==> src/rtl/prog_loader_if.sv <==
// Byte-stream input and RAM write port of the program loader.
interface prog_loader_if;
  logic [7:0]  inData;
  logic        inValid;
  logic        inReady;
  logic        memWE;
  logic [31:0] memAddr;
  logic [31:0] memData;

  modport master (
    output inData, inValid,
    input  inReady, memWE, memAddr, memData
  );

  modport slave (
    input  inData, inValid,
    output inReady, memWE, memAddr, memData
  );
endinterface

==> src/rtl/prog_loader.sv <==
// Boot loader: length-prefixed little-endian byte stream to 32-bit RAM writes,
// then releases the CPU.
module prog_loader #(
  parameter int unsigned MAX_WORDS = 1024
) (
  input  logic              clk,
  input  logic              reset,
  input  logic              restart,
  prog_loader_if.slave      bus,
  output logic              cpuRun,
  output logic              loadError,
  output logic [31:0]       wordsLoaded
);
  typedef enum logic [1:0] {IDLE, LOAD, DONE, ERROR} state_t;

  localparam logic [31:0] MaxWords = 32'(MAX_WORDS);

  state_t      state, stateNext;
  logic [1:0]  byteCnt;
  logic [23:0] partial;
  logic [31:0] wordCount;
  logic [31:0] wordIdx;
  logic        weReg;
  logic        accept;
  logic        lastByte;
  logic        writeNow;
  logic        restartNow;
  logic [31:0] assembled;

  assign bus.inReady = reset && (state != DONE);
  assign accept      = bus.inValid && bus.inReady;
  assign lastByte    = accept && (byteCnt == 2'd3);
  assign writeNow    = (state == LOAD) && lastByte;
  assign restartNow  = ((state == DONE) || (state == ERROR)) && restart;
  assign assembled   = {bus.inData, partial};
  // A write registered just before reset must not appear while reset is held.
  assign bus.memWE   = weReg && reset;
  assign loadError   = (state == ERROR);

  always_comb begin
    stateNext = state;
    unique case (state)
      IDLE: begin
        if (lastByte) begin
          if (assembled == '0)
            stateNext = DONE;
          else if (assembled > MaxWords)
            stateNext = ERROR;
          else
            stateNext = LOAD;
        end
      end
      LOAD: begin
        if (lastByte && (wordIdx == wordCount - 32'd1))
          stateNext = DONE;
      end
      DONE, ERROR: begin
        if (restart)
          stateNext = IDLE;
      end
      default: stateNext = IDLE;
    endcase
  end

  always_ff @(posedge clk) begin
    if (!reset) begin
      state       <= IDLE;
      byteCnt     <= '0;
      partial     <= '0;
      wordCount   <= '0;
      wordIdx     <= '0;
      weReg       <= 1'b0;
      bus.memAddr <= '0;
      bus.memData <= '0;
      cpuRun      <= 1'b0;
      wordsLoaded <= '0;
    end else begin
      state  <= stateNext;
      weReg  <= writeNow;
      // Rises the cycle after DONE is entered, drops as soon as restart leaves DONE.
      cpuRun <= (state == DONE) && (stateNext == DONE);
      if (restartNow) begin
        byteCnt     <= '0;
        partial     <= '0;
        wordCount   <= '0;
        wordIdx     <= '0;
        wordsLoaded <= '0;
      end else if (accept && ((state == IDLE) || (state == LOAD))) begin
        byteCnt <= byteCnt + 2'd1;
        partial <= {bus.inData, partial[23:8]};
        if (lastByte) begin
          if (state == IDLE) begin
            wordCount <= assembled;
            wordIdx   <= '0;
          end else begin
            bus.memAddr <= wordIdx;
            bus.memData <= assembled;
            wordsLoaded <= wordsLoaded + 32'd1;
            if (wordIdx != wordCount - 32'd1)
              wordIdx <= wordIdx + 32'd1;
          end
        end
      end
    end
  end
endmodule

==> src/flat_wrapper.sv <==
// flat-port wrapper written by rule: the top's interface ports become plain ports
module prog_loader_flat 
#(
  parameter int unsigned MAX_WORDS = 1024
)
  (clk, reset, restart, cpuRun, loadError, wordsLoaded, bus_inData, bus_inValid, bus_inReady, bus_memWE, bus_memAddr, bus_memData);
  prog_loader_if bus_i ();
  input  logic clk;
  input  logic reset;
  input  logic restart;
  output logic cpuRun;
  output logic loadError;
  output logic [31:0] wordsLoaded;
  input wire logic [$bits(bus_i.inData)-1:0] bus_inData;
  input wire logic [$bits(bus_i.inValid)-1:0] bus_inValid;
  output wire logic [$bits(bus_i.inReady)-1:0] bus_inReady;
  output wire logic [$bits(bus_i.memWE)-1:0] bus_memWE;
  output wire logic [$bits(bus_i.memAddr)-1:0] bus_memAddr;
  output wire logic [$bits(bus_i.memData)-1:0] bus_memData;
  assign bus_i.inData = bus_inData;
  assign bus_i.inValid = bus_inValid;
  assign bus_inReady = bus_i.inReady;
  assign bus_memWE = bus_i.memWE;
  assign bus_memAddr = bus_i.memAddr;
  assign bus_memData = bus_i.memData;
  prog_loader #(.MAX_WORDS(MAX_WORDS)) u_core (.clk(clk), .reset(reset), .restart(restart), .bus(bus_i), .cpuRun(cpuRun), .loadError(loadError), .wordsLoaded(wordsLoaded));
endmodule
==> config.mk <==
export PLATFORM = sky130hd
export DESIGN_NAME = prog_loader_flat
export DESIGN_NICKNAME = d
export VERILOG_FILES = /design/src/rtl/prog_loader_if.sv /design/src/rtl/prog_loader.sv /design/src/flat_wrapper.sv
export SDC_FILE = /design/constraint.sdc
export NUM_CORES = 1
export LEC_CHECK = 0
export BUFFER_PORTS_ARGS = -buffer_cell sky130_fd_sc_hd__buf_2
export CAP_MARGIN = 20
export CORE_AREA = 3 3 133 135
export DETAILED_ROUTE_END_ITERATION = 8
export DIE_AREA = 0 0 136 138
export PLACE_DENSITY = 0.86
export SETUP_SLACK_MARGIN = 0.02
export SLEW_MARGIN = 40
export SYNTH_ARGS = -nofsm -noshare
export SYNTH_HDL_FRONTEND = slang
export SYNTH_SLANG_ARGS = --single-unit
==> constraint.sdc <==
create_clock -name clk -period 3.5 [get_ports clk]
set_input_delay 0.525 -clock clk [delete_from_list [all_inputs] [get_ports clk]]
set_output_delay 0.525 -clock clk [all_outputs]
set_load 0.05 [all_outputs]
==> results of run 1 <==
[per-stage QoR]
| stage | utilization (%) | cell area [um^2] | cells | hold WS (ns) | total power [uW] |
|---|---|---|---|---|---|
| after floorplan | - | 9090 | 1159 | 0.440 | 2300 |
| after CTS | 62.3 | 10300 | 1465 | 0.348 | 4250 |
| after global placement | 58.7 | 9740 | 1432 | 0.449 | 2330 |
| final | 62.4 | 10400 | 1467 | 0.359 | 4220 |
| after detailed placement | 58.8 | 9760 | 1433 | 0.454 | 2340 |
| after global routing | 62.4 | 10400 | 1467 | 0.376 | 4320 |
[logic make-up after synthesis]
logic type,count (synthesis),share of synthesized area [%]
DFF,190,41.8
and+or+nand+nor,595,31.2
muxes,9,0.991
adders and majority gates,4,0.551
buffers and inverters,87,4.10
xor gates and xnor gates,68,6.55
AOI/OAI and AO/OA,206,14.8
[final timing paths]
check | to | slack, ns
worst max-delay path | u_core.wordIdx[25] | 0.35
worst min register to register | u_core.bus.memAddr[23] | 0.46
worst max register to register | u_core.wordIdx[25] | 0.35
worst min-delay path | u_core.partial[21] | 0.36
[report_power, final]
group          internal (uW)  total, uW  switching (uW)
Clock                   1080       1930             849
Combinational           37.7        112            74.0
Sequential              2170       2180            11.3
Total                   3290       4220             934
[layout by cell type (no fill, tap or decap), types with 17 or more instances in the layout]
| master | count |
|---|---|
| a21boi_0 | 64 |
| a21oi_1 | 77 |
| buf_2 | 111 |
| buf_4 | 21 |
| clkbuf_16 | 17 |
| dfxtp_1 | 190 |
| nand2_1 | 311 |
| nand3_1 | 38 |
| nand4_1 | 31 |
| nor2_1 | 73 |
| nor3_1 | 22 |
| xnor2_1 | 33 |
| xor2_1 | 35 |
[what timing repair did]
item / CTS / global route
hold buffers: 0 / 0
buffers inserted: 0 / 2
setup endpoints to repair: 0 / 17
[flip-flops by register name (all words and copies together) (netlist names), 2 cells and up]
name / count
u_core.wordIdx: 32
u_core.state: 2
u_core.wordCount: 32
u_core.wordsLoaded: 32
u_core.bus.memAddr: 32
u_core.byteCnt: 2
u_core.partial: 24
u_core.bus.memData: 32
[area by class of cell]
type	count	area, um^2	share of cell area [%]
clock buffers	21	450	4.35
flip-flops and latches	190	3800	36.7
multi-input cells	882	4920	47.5
clock inverters	11	133	1.28
inverters	10	37.5	0.363
well taps	220	275	2.66
repair buffers	133	733	7.08
[metal layers]
metal / track usage, % / wire (um)
met3: 4.69 / 1410
met4: 9.12 / 623
met2: 41.2 / 11300
met1: 33.6 / 10500
met5: 0 / 0
[worst max-delay path, cell delays in order, from the launching register on]
cell	delay (ns)
dfxtp_1	0.36
inv_1	0.08
ha_1	0.25
nor4b_4	0.22
buf_4	0.19
nand3_2	0.10
or4_1	0.53
o31a_1	0.34
nor4b_4	0.24
and4_4	0.46
nor3_1	0.12
mux2i_1	0.13
==> impl_metrics.tcl, run 1 <==
set metrics [dict create \
    worst_ep_required_time_ns 3.82 \
    syn2layout_area_growth_pct 13.9 \
    setup_slack_ns 0.353 \
    place_congestion 0.964 \
    nets 1250 \
    syn_area_mm2 0.00909 \
    cts_made_buffers 17 \
    fin_crit_ns 3.15 \
    ys.flop_type "dfxtp_1" \
    ir_drop_mv 0.417 \
    drive_above_1_share_pct 15.9 \
    die_w_um 136 \
    cp.arrival_ns 3.46 \
    rsz0062_at_grt "false" \
    die_h_um 138 \
    cp-end-kind "flip-flop" \
    ios 112 \
    worstMarginPinSlew_ns 0.739 \
    cts_root_buf "clkbuf_16" \
    worstHoldStart "bus_inData[5]" \
    grt_max_degree 74 \
    cp_max_fo 24 \
    grt_first_pass_wirelength_mm 39.6 \
    r2r_cells 11 \
    synth_cell_types 69 \
    grt_usage_pct 25.3 \
    r2r-start "u_core.wordCount[0]" \
    drt.antenna.violating_nets 0 \
    fin_worst_skew_ns 0.0114 \
    p_leak_uw 0.00407 \
    synth_edf_count 0 \
    place_ws_ns 0.271 \
    synth.avg_cell_area_um2 7.84 \
    slew_violations 0 \
    clock_path_buffers 2 \
    cts_max_level 4 \
    hpwl_mm 16.6 \
    max_freq_ghz 0.318 \
    fp-row-count 47 \
    cts_tree "built" \
    wl_per_cell_um 16.3 \
    drv_cap 0 \
    fillers 1414 \
    synth_nets 1175 \
    synth_cells 1159 \
    synth_top_area_share_pct 41.8 \
    ys_ff_latch 190 \
    hp-class "primary input to flip-flop" \
    relSlewSlack_pct 50.3 \
    start_kind "flip-flop" \
    grt_overflow 0 \
    drt_drc_violations_left 0 \
    synth_area_leader_cell "dfxtp_1" \
    hold_viol 0 \
    clk_pin_slew_ns 0.07 \
    portBuffers 111 \
    grt_pass1_vias 8062 \
    power.density_mw_per_mm2 408 \
    cts_resized 0 \
    worstHoldPathCells 3 \
    vias 8515 \
    vias_per_cell 5.80 \
    final.setup.tns_ns 0 \
    clock_latency_ns 0.44 \
    synth_area_leaders "dfxtp_1 42%, nand2_1 13%, a21boi_0 5.3%, a21oi_1 4.2%, xor2_1 3.4%" \
    synth_most_common_cell "nand2_1" \
    clock_sinks 190 \
    ys_seq_area_share_pct 41.8 \
    synth_commonest_cells "313 x nand2_1, 190 x dfxtp_1, 77 x a21oi_1, 74 x nor2_1, 64 x a21boi_0" \
    antenna_found_initial 0 \
    crit_type "flip-flop to flip-flop" \
    fin_crit_sh_pct 89.9 \
    antenna_cells 0 \
    drtIter0Drc 776 \
    wl_mm 23.8 \
    setup_viol 0 \
    synthArstFlopShare_pct 0 \
    start_util_pct 54.8 \
    outcome "finished, final reports clean" \
    dieArea_mm2 0.0188 \
    dr.pass1.iters 7 \
    critPathLaunch "u_core.wordCount[0]" \
    yosys_warnings 0 \
    core_area_mm2 0.0166 \
]
(Power assumes the default switching activity.)
==> run 2: changes to the inputs <==
ABC_AREA = 1   (was default)
CORE_AREA = 3 3 137 139   (was 3 3 133 135)
DIE_AREA = 0 0 140 142   (was 0 0 136 138)
==> impl_metrics.tcl, run 2 <==
set metrics [dict create \
    cts_tree "built" \
    nets 1527 \
    synth_top_area_share_pct 39.1 \
    antenna_found_initial 0 \
    cts_setup_buffers 0 \
    final_common_cell "nand2_1" \
    synth_edf_count 0 \
    worstMarginPinSlew_ns 0.677 \
    critPathMaxStageDelay_ns 0.33 \
    cp_slowest_cell "dfxtp_1" \
    stdcell_area_mm2 0.0110 \
    placed_area_mm2 0.0104 \
    r2r_slack_ns 0.79 \
    cts_max_level 4 \
    max_freq_ghz 0.370 \
    antenna_cells 0 \
    final.setup.tns_ns 0 \
    outcome "finished, final reports clean" \
    synth_most_common_cell "nand2_1" \
    synth_area_leader_cell "dfxtp_1" \
    grt_usage_pct 27.2 \
    cp_max_fo 32 \
    dieArea_mm2 0.0199 \
    r2r_end "u_core.wordIdx[27]" \
    wl_mm 27.1 \
    grt_pass1_vias 8899 \
    ys.flop_type "dfxtp_1" \
    hold_buffers 0 \
    synth_commonest_cells "227 x nand2_1, 201 x nor2_1, 190 x dfxtp_1, 165 x a21oi_1, 147 x o21ai_0" \
    drtIter0Drc 956 \
    layout_common_cells "227 x nand2_1, 200 x nor2_1, 190 x dfxtp_1" \
    crit_path_frequent_cell "nor2_1" \
    start_util_pct 54.7 \
    start_kind "flip-flop" \
    vias 9680 \
    synth_cells 1438 \
    cts_root_buf "clkbuf_16" \
    critPathBufInv 1 \
    hold_viol 0 \
    worst_hold_slack_ns 0.380 \
    cp-end-kind "flip-flop" \
    fin_crit_sh_pct 77.3 \
    dr.pass1.iters 6 \
    slew_violations 0 \
    drv_cap 0 \
    worst_ep_required_time_ns 3.85 \
    crit_type "flip-flop to flip-flop" \
    r2r-start "u_core.wordCount[0]" \
    r2r_cells 14 \
    clock_path_buffers 2 \
    crit_path_end "u_core.wordIdx[27]" \
    relSlewSlack_pct 54.8 \
    rsz0062_at_grt "false" \
    critical_path_depth 14 \
    ys_ff_latch 190 \
    fp-row-count 49 \
    fin_crit_ns 2.71 \
    hp-class "primary input to flip-flop" \
    post-route-util_pct 61.9 \
    clock_sinks 190 \
    cp.arrival_ns 3.06 \
    portBuffers 111 \
    ys_seq_area_share_pct 39.1 \
    yosys_warnings 0 \
    vias_per_cell 5.52 \
    synth.avg_cell_area_um2 6.76 \
    p_leak_uw 0.00464 \
    place_congestion 0.992 \
    synth_nets 1454 \
    synth_cell_types 36 \
    cts_made_buffers 17 \
    cts_resized 0 \
    grt_overflow 0 \
    clock_latency_ns 0.44 \
    grt_max_degree 78 \
    core_area_mm2 0.0178 \
    setup_viol 0 \
    die_w_um 140 \
    power.density_mw_per_mm2 418 \
    syn2layout_area_growth_pct 13.2 \
    wl_per_cell_um 15.5 \
    synthArstFlopShare_pct 0 \
    synth_area_leaders "dfxtp_1 39%, nand2_1 8.8%, a21oi_1 8.5%, nor2_1 7.8%, o21ai_0 7.6%" \
    ir_drop_mv 0.353 \
    die_h_um 142 \
    crit_family "simple AND/OR/NAND/NOR gates" \
    ios 112 \
    drive_above_1_share_pct 12.7 \
    critPathLaunch "u_core.wordCount[0]" \
    drt.antenna.violating_nets 0 \
    drt_drc_violations_left 0 \
    hpwl_mm 19.8 \
    worstPathCellList "inv_1 > ha_1 > nand3_2 > nor2_4 > nand2_2 > nor2_1 > o21ai_0 > nor2_1 > nand3_1 > nor2_1 > nand2_1 > nand2_4 > nand3_1 > a21oi_1" \
    clk_pin_slew_ns 0.07 \
    fillers 1643 \
    syn_area_mm2 0.00972 \
    fin_worst_skew_ns 0.0110 \
    grt_first_pass_wirelength_mm 44.6 \
]
[run 2: changes by cell type after synthesis, sizes merged, moves of 11 or more]
| cell | change |
|---|---|
| xnor2 | -12 |
| nor3 | +13 |
| or4 | -11 |
| nand3 | +73 |
| o21ai | +131 |
| a21oi | +84 |
| nor2 | +143 |
| nor4 | -11 |
| or3 | -12 |
| and3 | -15 |
| inv | +134 |
| nand2 | -76 |
| a21boi | -64 |
[run 2: power by group]
| group | switching [uW] | leakage, uW | internal (uW) |
|---|---|---|---|
| Sequential | 16.8 | 0.00153 | 2180 |
| Clock | 909 | 0.000305 | 1180 |
| Combinational | 216 | 0.00280 | 88.7 |
[run 2: cell type report]
cell class / instances / area, um^2 / share of cell area [%]
flip-flops and latches: 190 / 3800 / 34.6
clock buffers: 19 / 453 / 4.12
repair buffers: 122 / 638 / 5.80
multi-input cells: 1034 / 5090 / 46.3
clock inverters: 13 / 176 / 1.60
well taps: 229 / 287 / 2.60
inverters: 146 / 551 / 5.00
[run 2: how the worst min path moves through the flow]
stage                            from                     end  slack [ns]  cells after the start
floorplan           u_core.byteCnt[1]       u_core.byteCnt[1]        0.43                      2
global placement    u_core.byteCnt[1]       u_core.byteCnt[1]        0.44                      2
detailed placement  u_core.byteCnt[1]       u_core.byteCnt[1]        0.45                      2
CTS                     bus_inData[5]  u_core.bus.memData[29]        0.37                      3
global route            bus_inData[0]      u_core.partial[16]        0.40                      3
finish                  bus_inData[5]  u_core.bus.memData[29]        0.38                      3
[run 2: cell families (layout without fill, tap and decap cells)]
logic type | after synthesis | in the layout | synth area share (%)
adder cells (fa/ha/maj) | 4 | 4 | 0.515
flip-flops | 190 | 190 | 39.1
AND/OR/NAND/NOR | 643 | 643 | 29.1
buffers and inverters | 214 | 300 | 8.65
AO/OA/AOI/OAI | 321 | 321 | 16.7
XOR/XNOR | 66 | 66 | 5.95
[run 2: metrics by stage]
step | instances | total power, uW | setup slack [ns]
after CTS | 1753 | 4600 | 0.830
after global placement | 1721 | 2550 | 0.859
after global routing | 1753 | 4730 | 0.493
final | 1753 | 4600 | 0.794
after floorplan | 1438 | 2470 | 0.916
after detailed placement | 1721 | 2550 | 0.796
[run 2: worst register-to-register path, delay by kind of cell (launching register included)]
family                     cells  cell delay, ns
AOI/OAI and AO/OA              2            0.25
adders and majority gates      1            0.20
buffers and inverters          1            0.09
DFF                            1            0.33
and+or+nand+nor               10            1.72
[run 2: metal layers]
layer	vias up	GRT usage, %	routed length [um]
met5	-	0	0
met2	391	44.4	12400
met1	4387	36.2	11900
met3	53	4.97	2020
li1	4849	-	-
met4	0	10.5	767
